===== config.mk =====
export PLATFORM = sky130hd
export DESIGN_NAME = control_sequencer_flat
export DESIGN_NICKNAME = d
export VERILOG_FILES = /design/src/rtl/control_sequencer_if.sv /design/src/rtl/control_sequencer.sv /design/src/flat_wrapper.sv
export SDC_FILE = /design/constraint.sdc
export NUM_CORES = 1
export LEC_CHECK = 0
export BUFFER_PORTS_ARGS = -buffer_cell sky130_fd_sc_hd__buf_2
export CORE_MARGIN = 4
export CORE_UTILIZATION = 40
export CTS_BUF_LIST = sky130_fd_sc_hd__clkbuf_4
export DETAILED_ROUTE_END_ITERATION = 12
export GPL_TIMING_DRIVEN = 0
export PLACE_DENSITY_LB_ADDON = 0.12
export SYNTH_ARGS = -nofsm -noshare
export SYNTH_HDL_FRONTEND = slang
export SYNTH_SLANG_ARGS = --single-unit

===== constraint.sdc =====
create_clock -name i_clk -period 4.2 [get_ports i_clk]
set_clock_uncertainty 0.1 [all_clocks]
set_input_delay 1.05 -clock i_clk [delete_from_list [all_inputs] [get_ports i_clk]]
set_output_delay 1.05 -clock i_clk [all_outputs]
set_load 0.05 [all_outputs]

===== src/rtl/control_sequencer_if.sv =====
// control_sequencer_if
//   Bundles the sequencer's datapath-facing signals: the run enable, the
//   IR opcode nibble and ALU flags going in, and every bus load/drive
//   strobe plus halt/step status coming out.
//   master : the sequencer (drives strobes, halted, step)
//   slave  : the datapath / host (drives enable, opcode, flags)
interface control_sequencer_if #(
  parameter int STEP_W = 3
);
  logic              enable;
  logic [3:0]        opcode;
  logic              carry_flag;
  logic              zero_flag;

  logic              pc_out;
  logic              pc_add;
  logic              pc_in;
  logic              mar_in;
  logic              ram_in;
  logic              ram_out;
  logic              ir_in;
  logic              ir_out;
  logic              a_in;
  logic              a_out;
  logic              b_in;
  logic              alu_out;
  logic              alu_sub;
  logic              flags_in;
  logic              output_in;
  logic              halted;
  logic [STEP_W-1:0] step;

  modport master (
    input  enable, opcode, carry_flag, zero_flag,
    output pc_out, pc_add, pc_in, mar_in, ram_in, ram_out, ir_in, ir_out,
           a_in, a_out, b_in, alu_out, alu_sub, flags_in, output_in,
           halted, step
  );

  modport slave (
    output enable, opcode, carry_flag, zero_flag,
    input  pc_out, pc_add, pc_in, mar_in, ram_in, ram_out, ir_in, ir_out,
           a_in, a_out, b_in, alu_out, alu_sub, flags_in, output_in,
           halted, step
  );
endinterface


===== src/rtl/control_sequencer.sv =====
// control_sequencer
//   Microcoded control unit for the 8-bit bus CPU. Steps each instruction
//   through fetch (T0-T1) and execute (T2-T4), driving every load/drive
//   strobe on the shared bus from the current step, opcode and ALU flags.
//   Ports:
//     i_clk   : system clock, all state changes on its rising edge
//     i_reset : synchronous active-high reset, aborts any instruction
//     bus     : control_sequencer_if.master (enable/opcode/flags in,
//               strobes/halted/step out)
//   Parameters:
//     FIXED_LENGTH : 0 = wrap to T0 after the opcode's last step,
//                    1 = every instruction runs T0-T4
//     STEP_W       : width of the step output
//
//   state | meaning
//   ------+-------------------------------------------------------------
//   T0    | fetch: PC onto bus, load MAR
//   T1    | fetch: RAM onto bus, load IR, increment PC
//   T2    | execute step 1 (all opcodes; HLT sets halted here)
//   T3    | execute step 2 (LDA/ADD/SUB/STA only)
//   T4    | execute step 3 (ADD/SUB only), always wraps to T0
//   halted| r_halted=1, step frozen at T0, strobes 0 until reset
module control_sequencer #(
  parameter bit FIXED_LENGTH = 1'b0,
  parameter int STEP_W       = 3
) (
  input  logic                 i_clk,
  input  logic                 i_reset,
  control_sequencer_if.master  bus
);

  typedef enum logic [2:0] {
    T0 = 3'd0,
    T1 = 3'd1,
    T2 = 3'd2,
    T3 = 3'd3,
    T4 = 3'd4
  } step_e;

  localparam logic [3:0] OP_NOP = 4'h0;
  localparam logic [3:0] OP_LDA = 4'h1;
  localparam logic [3:0] OP_ADD = 4'h2;
  localparam logic [3:0] OP_SUB = 4'h3;
  localparam logic [3:0] OP_STA = 4'h4;
  localparam logic [3:0] OP_LDI = 4'h5;
  localparam logic [3:0] OP_JMP = 4'h6;
  localparam logic [3:0] OP_JC  = 4'h7;
  localparam logic [3:0] OP_JZ  = 4'h8;
  localparam logic [3:0] OP_OUT = 4'hE;
  localparam logic [3:0] OP_HLT = 4'hF;

  step_e r_step;
  logic  r_halted;
  step_e w_last_step;
  logic  w_active;

  // Last active step of the current opcode; undefined opcodes run as NOP.
  always_comb begin
    w_last_step = T2;
    case (bus.opcode)
      OP_LDA, OP_STA: w_last_step = T3;
      OP_ADD, OP_SUB: w_last_step = T4;
      default:        w_last_step = T2;
    endcase
  end

  assign w_active = !i_reset && bus.enable && !r_halted;

  always_ff @(posedge i_clk) begin
    if (i_reset) begin
      r_step   <= T0;
      r_halted <= 1'b0;
    end else if (bus.enable && !r_halted) begin
      if (r_step == T2 && bus.opcode == OP_HLT) begin
        // Halt parks at T0 so a later reset-free inspection sees a clean step.
        r_halted <= 1'b1;
        r_step   <= T0;
      end else if (r_step == T4 || (!FIXED_LENGTH && r_step >= w_last_step)) begin
        // ">=" also recovers if the opcode changed under a longer instruction.
        r_step <= T0;
      end else begin
        r_step <= step_e'(r_step + 3'd1);
      end
    end
  end

  assign bus.halted = r_halted;
  assign bus.step   = STEP_W'(r_step);

  // Strobe decode. Steps past an opcode's last step fall through to all-zero,
  // which is what FIXED_LENGTH=1 relies on for its padding cycles.
  always_comb begin
    bus.pc_out    = 1'b0;
    bus.pc_add    = 1'b0;
    bus.pc_in     = 1'b0;
    bus.mar_in    = 1'b0;
    bus.ram_in    = 1'b0;
    bus.ram_out   = 1'b0;
    bus.ir_in     = 1'b0;
    bus.ir_out    = 1'b0;
    bus.a_in      = 1'b0;
    bus.a_out     = 1'b0;
    bus.b_in      = 1'b0;
    bus.alu_out   = 1'b0;
    bus.alu_sub   = 1'b0;
    bus.flags_in  = 1'b0;
    bus.output_in = 1'b0;
    if (w_active) begin
      case (r_step)
        T0: begin
          bus.pc_out = 1'b1;
          bus.mar_in = 1'b1;
        end
        T1: begin
          bus.ram_out = 1'b1;
          bus.ir_in   = 1'b1;
          bus.pc_add  = 1'b1;
        end
        T2: begin
          case (bus.opcode)
            OP_LDA, OP_ADD, OP_SUB, OP_STA: begin
              bus.ir_out = 1'b1;
              bus.mar_in = 1'b1;
            end
            OP_LDI: begin
              bus.ir_out = 1'b1;
              bus.a_in   = 1'b1;
            end
            OP_JMP: begin
              bus.ir_out = 1'b1;
              bus.pc_in  = 1'b1;
            end
            OP_JC: begin
              bus.ir_out = bus.carry_flag;
              bus.pc_in  = bus.carry_flag;
            end
            OP_JZ: begin
              bus.ir_out = bus.zero_flag;
              bus.pc_in  = bus.zero_flag;
            end
            OP_OUT: begin
              bus.a_out     = 1'b1;
              bus.output_in = 1'b1;
            end
            default: ;  // NOP, HLT and undefined opcodes issue nothing
          endcase
        end
        T3: begin
          case (bus.opcode)
            OP_LDA: begin
              bus.ram_out = 1'b1;
              bus.a_in    = 1'b1;
            end
            OP_ADD, OP_SUB: begin
              bus.ram_out = 1'b1;
              bus.b_in    = 1'b1;
            end
            OP_STA: begin
              bus.a_out  = 1'b1;
              bus.ram_in = 1'b1;
            end
            default: ;
          endcase
        end
        T4: begin
          if (bus.opcode == OP_ADD || bus.opcode == OP_SUB) begin
            bus.alu_out  = 1'b1;
            bus.a_in     = 1'b1;
            bus.flags_in = 1'b1;
            bus.alu_sub  = (bus.opcode == OP_SUB);
          end
        end
        default: ;
      endcase
    end
  end

  // OP_NOP/OP_JMP named for readability of the decode above.
  logic w_unused;
  assign w_unused = (OP_NOP == OP_JMP);

endmodule


===== src/flat_wrapper.sv =====
// flat-port wrapper written by rule: the top's interface ports become plain ports
module control_sequencer_flat 
#(
  parameter bit FIXED_LENGTH = 1'b0,
  parameter int STEP_W       = 3
)
  (i_clk, i_reset, bus_enable, bus_opcode, bus_carry_flag, bus_zero_flag, bus_pc_out, bus_pc_add, bus_pc_in, bus_mar_in, bus_ram_in, bus_ram_out, bus_ir_in, bus_ir_out, bus_a_in, bus_a_out, bus_b_in, bus_alu_out, bus_alu_sub, bus_flags_in, bus_output_in, bus_halted, bus_step);
  control_sequencer_if #(.STEP_W(STEP_W)) bus_i ();
  input  logic i_clk;
  input  logic i_reset;
  input wire logic [$bits(bus_i.enable)-1:0] bus_enable;
  input wire logic [$bits(bus_i.opcode)-1:0] bus_opcode;
  input wire logic [$bits(bus_i.carry_flag)-1:0] bus_carry_flag;
  input wire logic [$bits(bus_i.zero_flag)-1:0] bus_zero_flag;
  output wire logic [$bits(bus_i.pc_out)-1:0] bus_pc_out;
  output wire logic [$bits(bus_i.pc_add)-1:0] bus_pc_add;
  output wire logic [$bits(bus_i.pc_in)-1:0] bus_pc_in;
  output wire logic [$bits(bus_i.mar_in)-1:0] bus_mar_in;
  output wire logic [$bits(bus_i.ram_in)-1:0] bus_ram_in;
  output wire logic [$bits(bus_i.ram_out)-1:0] bus_ram_out;
  output wire logic [$bits(bus_i.ir_in)-1:0] bus_ir_in;
  output wire logic [$bits(bus_i.ir_out)-1:0] bus_ir_out;
  output wire logic [$bits(bus_i.a_in)-1:0] bus_a_in;
  output wire logic [$bits(bus_i.a_out)-1:0] bus_a_out;
  output wire logic [$bits(bus_i.b_in)-1:0] bus_b_in;
  output wire logic [$bits(bus_i.alu_out)-1:0] bus_alu_out;
  output wire logic [$bits(bus_i.alu_sub)-1:0] bus_alu_sub;
  output wire logic [$bits(bus_i.flags_in)-1:0] bus_flags_in;
  output wire logic [$bits(bus_i.output_in)-1:0] bus_output_in;
  output wire logic [$bits(bus_i.halted)-1:0] bus_halted;
  output wire logic [$bits(bus_i.step)-1:0] bus_step;
  assign bus_i.enable = bus_enable;
  assign bus_i.opcode = bus_opcode;
  assign bus_i.carry_flag = bus_carry_flag;
  assign bus_i.zero_flag = bus_zero_flag;
  assign bus_pc_out = bus_i.pc_out;
  assign bus_pc_add = bus_i.pc_add;
  assign bus_pc_in = bus_i.pc_in;
  assign bus_mar_in = bus_i.mar_in;
  assign bus_ram_in = bus_i.ram_in;
  assign bus_ram_out = bus_i.ram_out;
  assign bus_ir_in = bus_i.ir_in;
  assign bus_ir_out = bus_i.ir_out;
  assign bus_a_in = bus_i.a_in;
  assign bus_a_out = bus_i.a_out;
  assign bus_b_in = bus_i.b_in;
  assign bus_alu_out = bus_i.alu_out;
  assign bus_alu_sub = bus_i.alu_sub;
  assign bus_flags_in = bus_i.flags_in;
  assign bus_output_in = bus_i.output_in;
  assign bus_halted = bus_i.halted;
  assign bus_step = bus_i.step;
  control_sequencer #(.FIXED_LENGTH(FIXED_LENGTH), .STEP_W(STEP_W)) u_core (.i_clk(i_clk), .i_reset(i_reset), .bus(bus_i));
endmodule

==> insert_results.sql, run 1 <==
INSERT INTO impl_metrics (metric_group, metric, value, unit) VALUES
('status', 'run_status', 'finished, final reports clean', ''),
('floorplan', 'num_rows', '14', ''),
('min_path', 'worst_hold_path_type', 'flop to flop', ''),
('sta', 'post-route-worst-setup-slack', '476', 'ps'),
('floorplan', 'core-area', '1510', 'um2'),
('worst_setup_path', 'critical_path_peak_fanout', '6', ''),
('finish', 'area_growth_syn_to_layout', '28.5', '%'),
('grt', 'grt-ovfl-total', '0', ''),
('floorplan', 'die_height', '48.0', 'um'),
('clock_network', 'ctsResizeCount', '0', ''),
('finish', 'num-fill-cells', '154', ''),
('floorplan', 'die_area', '2310', 'um2'),
('yosys', 'synth_top_cells_by_area', 'sky130_fd_sc_hd__ha_1 16%, sky130_fd_sc_hd__dfxtp_1 13%, sky130_fd_sc_hd__nor2_1 4.1%', ''),
('floorplan', 'io_pins', '28', ''),
('finish', 'sequential_cell_area', '80.1', 'um2'),
('yosys', 'synth_largest_area_cell', 'sky130_fd_sc_hd__ha_1', ''),
('clock_network', 'number_of_cts_inserted_buffers', '3', ''),
('sta', 'finalMaxSlewViolations', '0', ''),
('grt', 'grt_start_max_net_pins', '11', ''),
('place', 'placed_area', '801', 'um2'),
('drt', 'route.detailed.drc', '0', ''),
('worst_setup_path', 'cp_data_required_time', '3050', 'ps'),
('drt', 'drt_iter0_drc', '6', ''),
('clock_network', 'post-cts-setup-buffer-count', '0', ''),
('sta', 'final_min_period_over_clock_period', '88.7', '%'),
('sta', 'fmaxAchievable', '269', 'MHz'),
('finish', 'layout-drive-gt1-share', '35.0', '%'),
('clock_network', 'max-clock-path-buffers', '2', ''),
('power', 'vdd_ir_drop_max', '198', 'uV'),
('worst_setup_path', 'end_kind', 'primary output', ''),
('clock_network', 'cts-hold-fix-buffers', '0', ''),
('power', 'power', '0.162', 'mW'),
('finish', 'antenna_cells', '0', ''),
('clock_network', 'clock_latency', '230', 'ps'),
('yosys', 'synthDistinctLibCells', '41', ''),
('sta', 'final-setup-viol-count', '0', ''),
('worst_setup_path', 'cp-start-kind', 'input port', ''),
('yosys', 'seq_area_frac_synth', '12.5', '%'),
('yosys', 'syn-cell-area', '641', 'um2'),
('worst_setup_path', 'critPathMostFrequentCell', 'sky130_fd_sc_hd__buf_2', ''),
('yosys', 'synth_top_area_share', '15.6', '%'),
('grt', 'antenna_found_initial', '0', ''),
('finish', 'layout.cells.most_common_list', '29 x sky130_fd_sc_hd__buf_2, 8 x sky130_fd_sc_hd__ha_1, 7 x sky130_fd_sc_hd__nor2_1', ''),
('drt', 'final_antenna_net_count', '0', ''),
('finish', 'finalNetCount', '136', ''),
('grt', 'groute.usage.overall', '14.9', '%'),
('power', 'p_leak', '0.404', 'nW'),
('place', 'gp_routability_congestion', '0.759', ''),
('sta', 'relSlewSlack', '51.5', '%'),
('clock_network', 'clock_tree.htree_level_count', '1', ''),
('drt', 'avgRoutedWirePerCell', '12.3', 'um'),
('grt', 'number_of_global_route_vias_before_repair', '607', ''),
('worst_setup_path', 'path_delay_family', 'simple AND/OR/NAND/NOR gates', ''),
('finish', 'fin_cells', '133', ''),
('drt', 'via_per_inst', '5.34', ''),
('yosys', 'avgSynthCellArea', '7.28', 'um2'),
('worst_setup_path', 'timing.critical_path.slowest_cell_delay', '600', 'ps'),
('clock_network', 'clock_edge_transition_at_the_registers_on_the_reported_setup_and_hold_paths', '30', 'ps'),
('yosys', 'netlist_instances', '88', ''),
('power', 'power.density', '197', 'nW/um2'),
('floorplan', 'die_w', '48.0', 'um'),
('floorplan', 'initial_core_util', '42.5', '%'),
('place', 'dp_worst_setup_slack', '482', 'ps'),
('worst_setup_path', 'worstSetupPathType', 'input port to primary output', ''),
('worst_setup_path', 'timing.critical_path.buf_inv', '2', ''),
('sta', 'tightestPinTransition', '726', 'ps'),
('clock_network', 'cts_tree', 'done', ''),
('place', 'numPlacedInstances', '130', ''),
('yosys', 'synthesis_stage_register_bit_count', '4', ''),
('yosys', 'synth_warnings', '0', ''),
('worst_setup_path', 'cp.arrival', '2570', 'ps');
==> metrics by stage <==
step	util [%]	hold slack [ps]
2_1_floorplan	-	641
3_3_place_gp	53.2	427
3_5_place_dp	53.2	445
4_1_cts	54.7	448
5_1_grt	54.7	491
6_report	54.7	439
==> where the power goes <==
group	internal, mW	switching [mW]	total, mW
Clock	0.0319	0.0143	0.0462
Combinational	0.0241	0.0481	0.0722
Sequential	0.0403	0.00337	0.0437
Total	0.0963	0.0658	0.162
==> cell usage after synthesis (all sizes together) <==
master / n
a32o: 1
and3: 2
a21boi: 1
nand3: 4
nor4: 1
a21bo: 1
nand2b: 2
or3: 2
o31a: 1
o21ai: 1
or2b: 1
or3b: 2
a211o: 1
clkbuf: 1
nor3b: 1
o211ai: 1
and3b: 1
ha: 8
dfxtp: 4
nor3: 5
xnor2: 1
o31ai: 2
buf: 6
nor2b: 3
and2: 1
nand4: 1
o211a: 1
a31oi: 1
a31o: 1
a221oi: 2
nor2: 7
a2111oi: 2
and4: 1
nand2: 6
a21oi: 4
inv: 7
nand4b: 1
==> worst register-to-register path: stages, from the launching register on <==
cell and delay (ps):
sky130_fd_sc_hd__dfxtp_1 410, sky130_fd_sc_hd__inv_1 110, sky130_fd_sc_hd__ha_1 290, sky130_fd_sc_hd__a221oi_1 290
sky130_fd_sc_hd__a21bo_2 260, sky130_fd_sc_hd__o31ai_1 250
==> metal layers <==
layer | share of wire (%) | global-route usage, % | vias to the layer above | wire length, um
met4 | 0 | 4.84 | 0 | 0
met1 | 47 | 18.7 | 313 | 777
met3 | 4.7 | 2.26 | 0 | 77
met5 | 0 | 0 | - | 0
li1 | - | - | 381 | -
met2 | 48 | 25.9 | 16 | 782
==> logic make-up after synthesis <==
logic type / share of synthesized area, %
compound gates: 24.0
simple gates: 35.9
xor+xnor: 1.37
buf+inv: 10.5
flops: 12.5
fa+ha+maj: 15.6
==> state kept, by name, indices dropped and copies added, names as in the netlist <==
name	count
u_core.bus.step	3
u_core.bus.halted	1
==> path summary, 6_finish.rpt <==
| path | startpoint | to | slack, ps | depth (start not counted) |
|---|---|---|---|---|
| hold reg to reg | u_core.bus.halted | u_core.bus.halted | 440 | 2 |
| setup reg to reg | u_core.bus.step[0] | u_core.bus.step[2] | 2400 | 5 |
| setup / recovery | i_reset | bus_ir_out | 480 | 5 |
| hold / removal | u_core.bus.halted | u_core.bus.halted | 440 | 2 |
==> area by class of cell <==
| type | count | area share [%] |
|---|---|---|
| flip-flops and latches | 4 | 9.73 |
| repair buffers | 26 | 15.8 |
| clock buffers | 3 | 2.74 |
| plain buffers | 7 | 5.02 |
| multi-input cells | 70 | 61.1 |
| well taps | 16 | 2.43 |
| inverters | 7 | 3.19 |
Note: power is estimated with default switching activity, not from simulation.
==> run 2, diff against run 1 <==
--- a/config.mk
+++ b/config.mk
@@ -8,7 +8,7 @@
 export BUFFER_PORTS_ARGS = -buffer_cell sky130_fd_sc_hd__buf_2
 export CORE_MARGIN = 4
 export CORE_UTILIZATION = 40
-export CTS_BUF_LIST = sky130_fd_sc_hd__clkbuf_4
+export CTS_BUF_LIST = sky130_fd_sc_hd__clkbuf_8
 export DETAILED_ROUTE_END_ITERATION = 12
 export GPL_TIMING_DRIVEN = 0
 export PLACE_DENSITY_LB_ADDON = 0.12
==> constraint.sdc (replaced) <==
create_clock -name i_clk -period 4.5 [get_ports i_clk]
set_clock_uncertainty 0.1 [all_clocks]
set_input_delay 1.125 -clock i_clk [delete_from_list [all_inputs] [get_ports i_clk]]
set_output_delay 1.125 -clock i_clk [all_outputs]
set_load 0.05 [all_outputs]
==> run 2 against run 1 <==
Compared with the run above: clock power is 61% higher; wire length rose by 0.55%; sequential power fell by 6.6%; sequential share of layout area fell by 0.22 points; sequential cell count unchanged; non-clock buffer count unchanged; critical path type unchanged; largest cell class unchanged.
==> insert_results.sql, run 2 (synthesis results as in run 1) <==
INSERT INTO impl_metrics (metric_group, metric, value, unit) VALUES
('worst_setup_path', 'cp-start-kind', 'input port', ''),
('worst_setup_path', 'path_delay_family', 'simple AND/OR/NAND/NOR gates', ''),
('clock_network', 'clock_edge_transition_at_the_registers_on_the_reported_setup_and_hold_paths', '30', 'ps'),
('worst_setup_path', 'setup.reg_to_reg.worst_slack', '2710', 'ps'),
('grt', 'grt_start_max_net_pins', '11', ''),
('drt', 'drt_iter0_drc', '6', ''),
('finish', 'layout-drive-gt1-share', '35.0', '%'),
('grt', 'gr-usage-met3', '2.26', '%'),
('min_path', 'timing.hold.worst.start', 'u_core.bus.halted', ''),
('place', 'dp_worst_setup_slack', '632', 'ps'),
('clock_network', 'clock_tree.htree_level_count', '1', ''),
('floorplan', 'die_w', '48.0', 'um'),
('power', 'p_leak', '0.412', 'nW'),
('worst_setup_path', 'end_kind', 'primary output', ''),
('worst_setup_path', 'worstSetupPathType', 'input port to primary output', ''),
('worst_setup_path', 'slowest_stage', 'sky130_fd_sc_hd__nor3b_1', ''),
('clock_network', 'number_of_cts_inserted_buffers', '3', ''),
('sta', 'finalMaxSlewViolations', '0', ''),
('min_path', 'worst_hold_path_type', 'flop to flop', ''),
('drt', 'via_per_inst', '5.41', ''),
('worst_setup_path', 'timing.rr.start', 'u_core.bus.step[0]', ''),
('status', 'run_status', 'finished, final reports clean', ''),
('worst_setup_path', 'worst_setup_path_startpoint', 'i_reset', ''),
('worst_setup_path', 'timing.critical_path.buf_inv', '2', ''),
('floorplan', 'io_pins', '28', ''),
('sta', 'timing.setup.tns', '0', 'ps'),
('worst_setup_path', 'critical_path_peak_fanout', '6', ''),
('grt', 'number_of_global_route_vias_before_repair', '607', ''),
('finish', 'layout.core_utilization', '55.9', '%'),
('worst_setup_path', 'cp.arrival', '2650', 'ps'),
('clock_network', 'root_buffer', 'sky130_fd_sc_hd__clkbuf_8', ''),
('worst_setup_path', 'critical_path.cell_chain', 'buf_2 -> nor3b_1 -> nand2_1 -> a2111oi_2 -> buf_2', ''),
('drt', 'detailedRoute.firstPassIterationCount', '2', ''),
('floorplan', 'die_height', '48.0', 'um'),
('sta', 'final_period_minus_worst_setup_slack', '3870', 'ps'),
('place', 'gp_routability_congestion', '0.759', ''),
('place', 'numPortBuffers', '26', ''),
('drt', 'detailroute.via_count', '719', ''),
('grt', 'gr-usage-met2', '25.9', '%'),
('clock_network', 'max-clock-path-buffers', '2', ''),
('grt', 'grtUsageMet1', '18.7', '%'),
('worst_setup_path', 'cp_data_required_time', '3270', 'ps'),
('clock_network', 'ctsResizeCount', '0', ''),
('sta', 'final_min_period_over_clock_period', '86.1', '%'),
('grt', 'grt.busiest_layer', 'met2', ''),
('finish', 'antenna_cells', '0', ''),
('finish', 'largest_reg_flops', '3', ''),
('worst_setup_path', 'timing.critical_path.slowest_cell_delay', '600', 'ps'),
('flow_run', 'maxCapViolations', '0', ''),
('clock_network', 'cts-hold-fix-buffers', '0', ''),
('clock_network', 'number_of_clock_sinks', '4', ''),
('clock_network', 'post-cts-setup-buffer-count', '0', ''),
('floorplan', 'initial_core_util', '42.5', '%'),
('grt', 'grt_pass1_wl', '2460', 'um'),
('drt', 'final_antenna_net_count', '0', ''),
('sta', 'relSlewSlack', '51.5', '%'),
('finish', 'final_common_cell', 'sky130_fd_sc_hd__buf_2', ''),
('clock_network', 'cts_tree', 'done', ''),
('sta', 'hold_viol', '0', ''),
('drt', 'avgRoutedWirePerCell', '12.4', 'um'),
('drt', 'detail_route.wirelength', '1650', 'um'),
('power', 'power.density', '217', 'nW/um2'),
('sta', 'post-route-worst-setup-slack', '626', 'ps'),
('sta', 'fmaxAchievable', '258', 'MHz'),
('floorplan', 'die_area', '2310', 'um2'),
('sta', 'tightestPinTransition', '726', 'ps'),
('sta', 'setup_repair_after_global_routing_missed_its_margin', 'false', ''),
('grt', 'antenna_found_initial', '0', ''),
('clock_network', 'clock_latency', '220', 'ps'),
('finish', 'layout.cells.most_common_list', '29 x sky130_fd_sc_hd__buf_2, 8 x sky130_fd_sc_hd__ha_1, 7 x sky130_fd_sc_hd__nor2_1', ''),
('grt', 'groute.usage.overall', '14.9', '%'),
('place', 'numPlacedInstances', '130', ''),
('floorplan', 'core-area', '1510', 'um2'),
('sta', 'final-setup-viol-count', '0', ''),
('grt', 'grt-ovfl-total', '0', ''),
('finish', 'fin_cells', '133', ''),
('floorplan', 'num_rows', '14', ''),
('finish', 'finalNetCount', '136', ''),
('place', 'detailed_place_hpwl', '1290', 'um'),
('worst_setup_path', 'critPathMostFrequentCell', 'sky130_fd_sc_hd__buf_2', ''),
('power', 'vdd_ir_drop_max', '272', 'uV'),
('finish', 'area_growth_syn_to_layout', '31.4', '%'),
('drt', 'route.detailed.drc', '0', '');
-- run 2: metal layers --
layer | vias up | share of wire, %
met1 | 316 | 46
met2 | 19 | 47
met3 | 2 | 5.5
met5 | - | 0
li1 | 382 | -
met4 | 0 | 1.3
-- run 2: where the power goes --
part	leakage (nW)	switching, mW	internal, mW
logic	0.357	0.0448	0.0224
clock network	0.0216	0.0175	0.0569
registers	0.0326	0.00311	0.0377
total	0.412	0.0654	0.117
-- run 2: area by class of cell --
type | instances | area, um2
well taps | 16 | 20.0
plain buffers | 7 | 41.3
inverters | 7 | 26.3
clock buffers | 3 | 41.3
repair buffers | 26 | 130
flip-flops and latches | 4 | 80.1
multi-input cells | 70 | 503
fillers | 151 | 664
-- run 2: final timing paths --
kind / endpoint / depth (start not counted)
hold / removal: u_core.bus.halted / 2
setup reg to reg: u_core.bus.step[2] / 5
hold reg to reg: u_core.bus.halted / 2
setup / recovery: bus_ir_out / 5
-- run 2: per-stage QoR --
| step | cell area [um2] | hold WS, ps | total power, mW |
|---|---|---|---|
| after floorplan | 651 | 641 | 0.0921 |
| after CTS | 842 | 447 | 0.186 |
| after global routing | 842 | 489 | 0.195 |
| after global placement | 801 | 427 | 0.108 |
| final | 842 | 438 | 0.182 |
| after detailed placement | 801 | 445 | 0.109 |
-- run 2: tightest hold or removal path: cells and delay by family, from the launching register on --
family | cells | cell delay, ps
and+or+nand+nor | 1 | 80
DFF | 1 | 360
AOI/OAI and AO/OA | 1 | 60
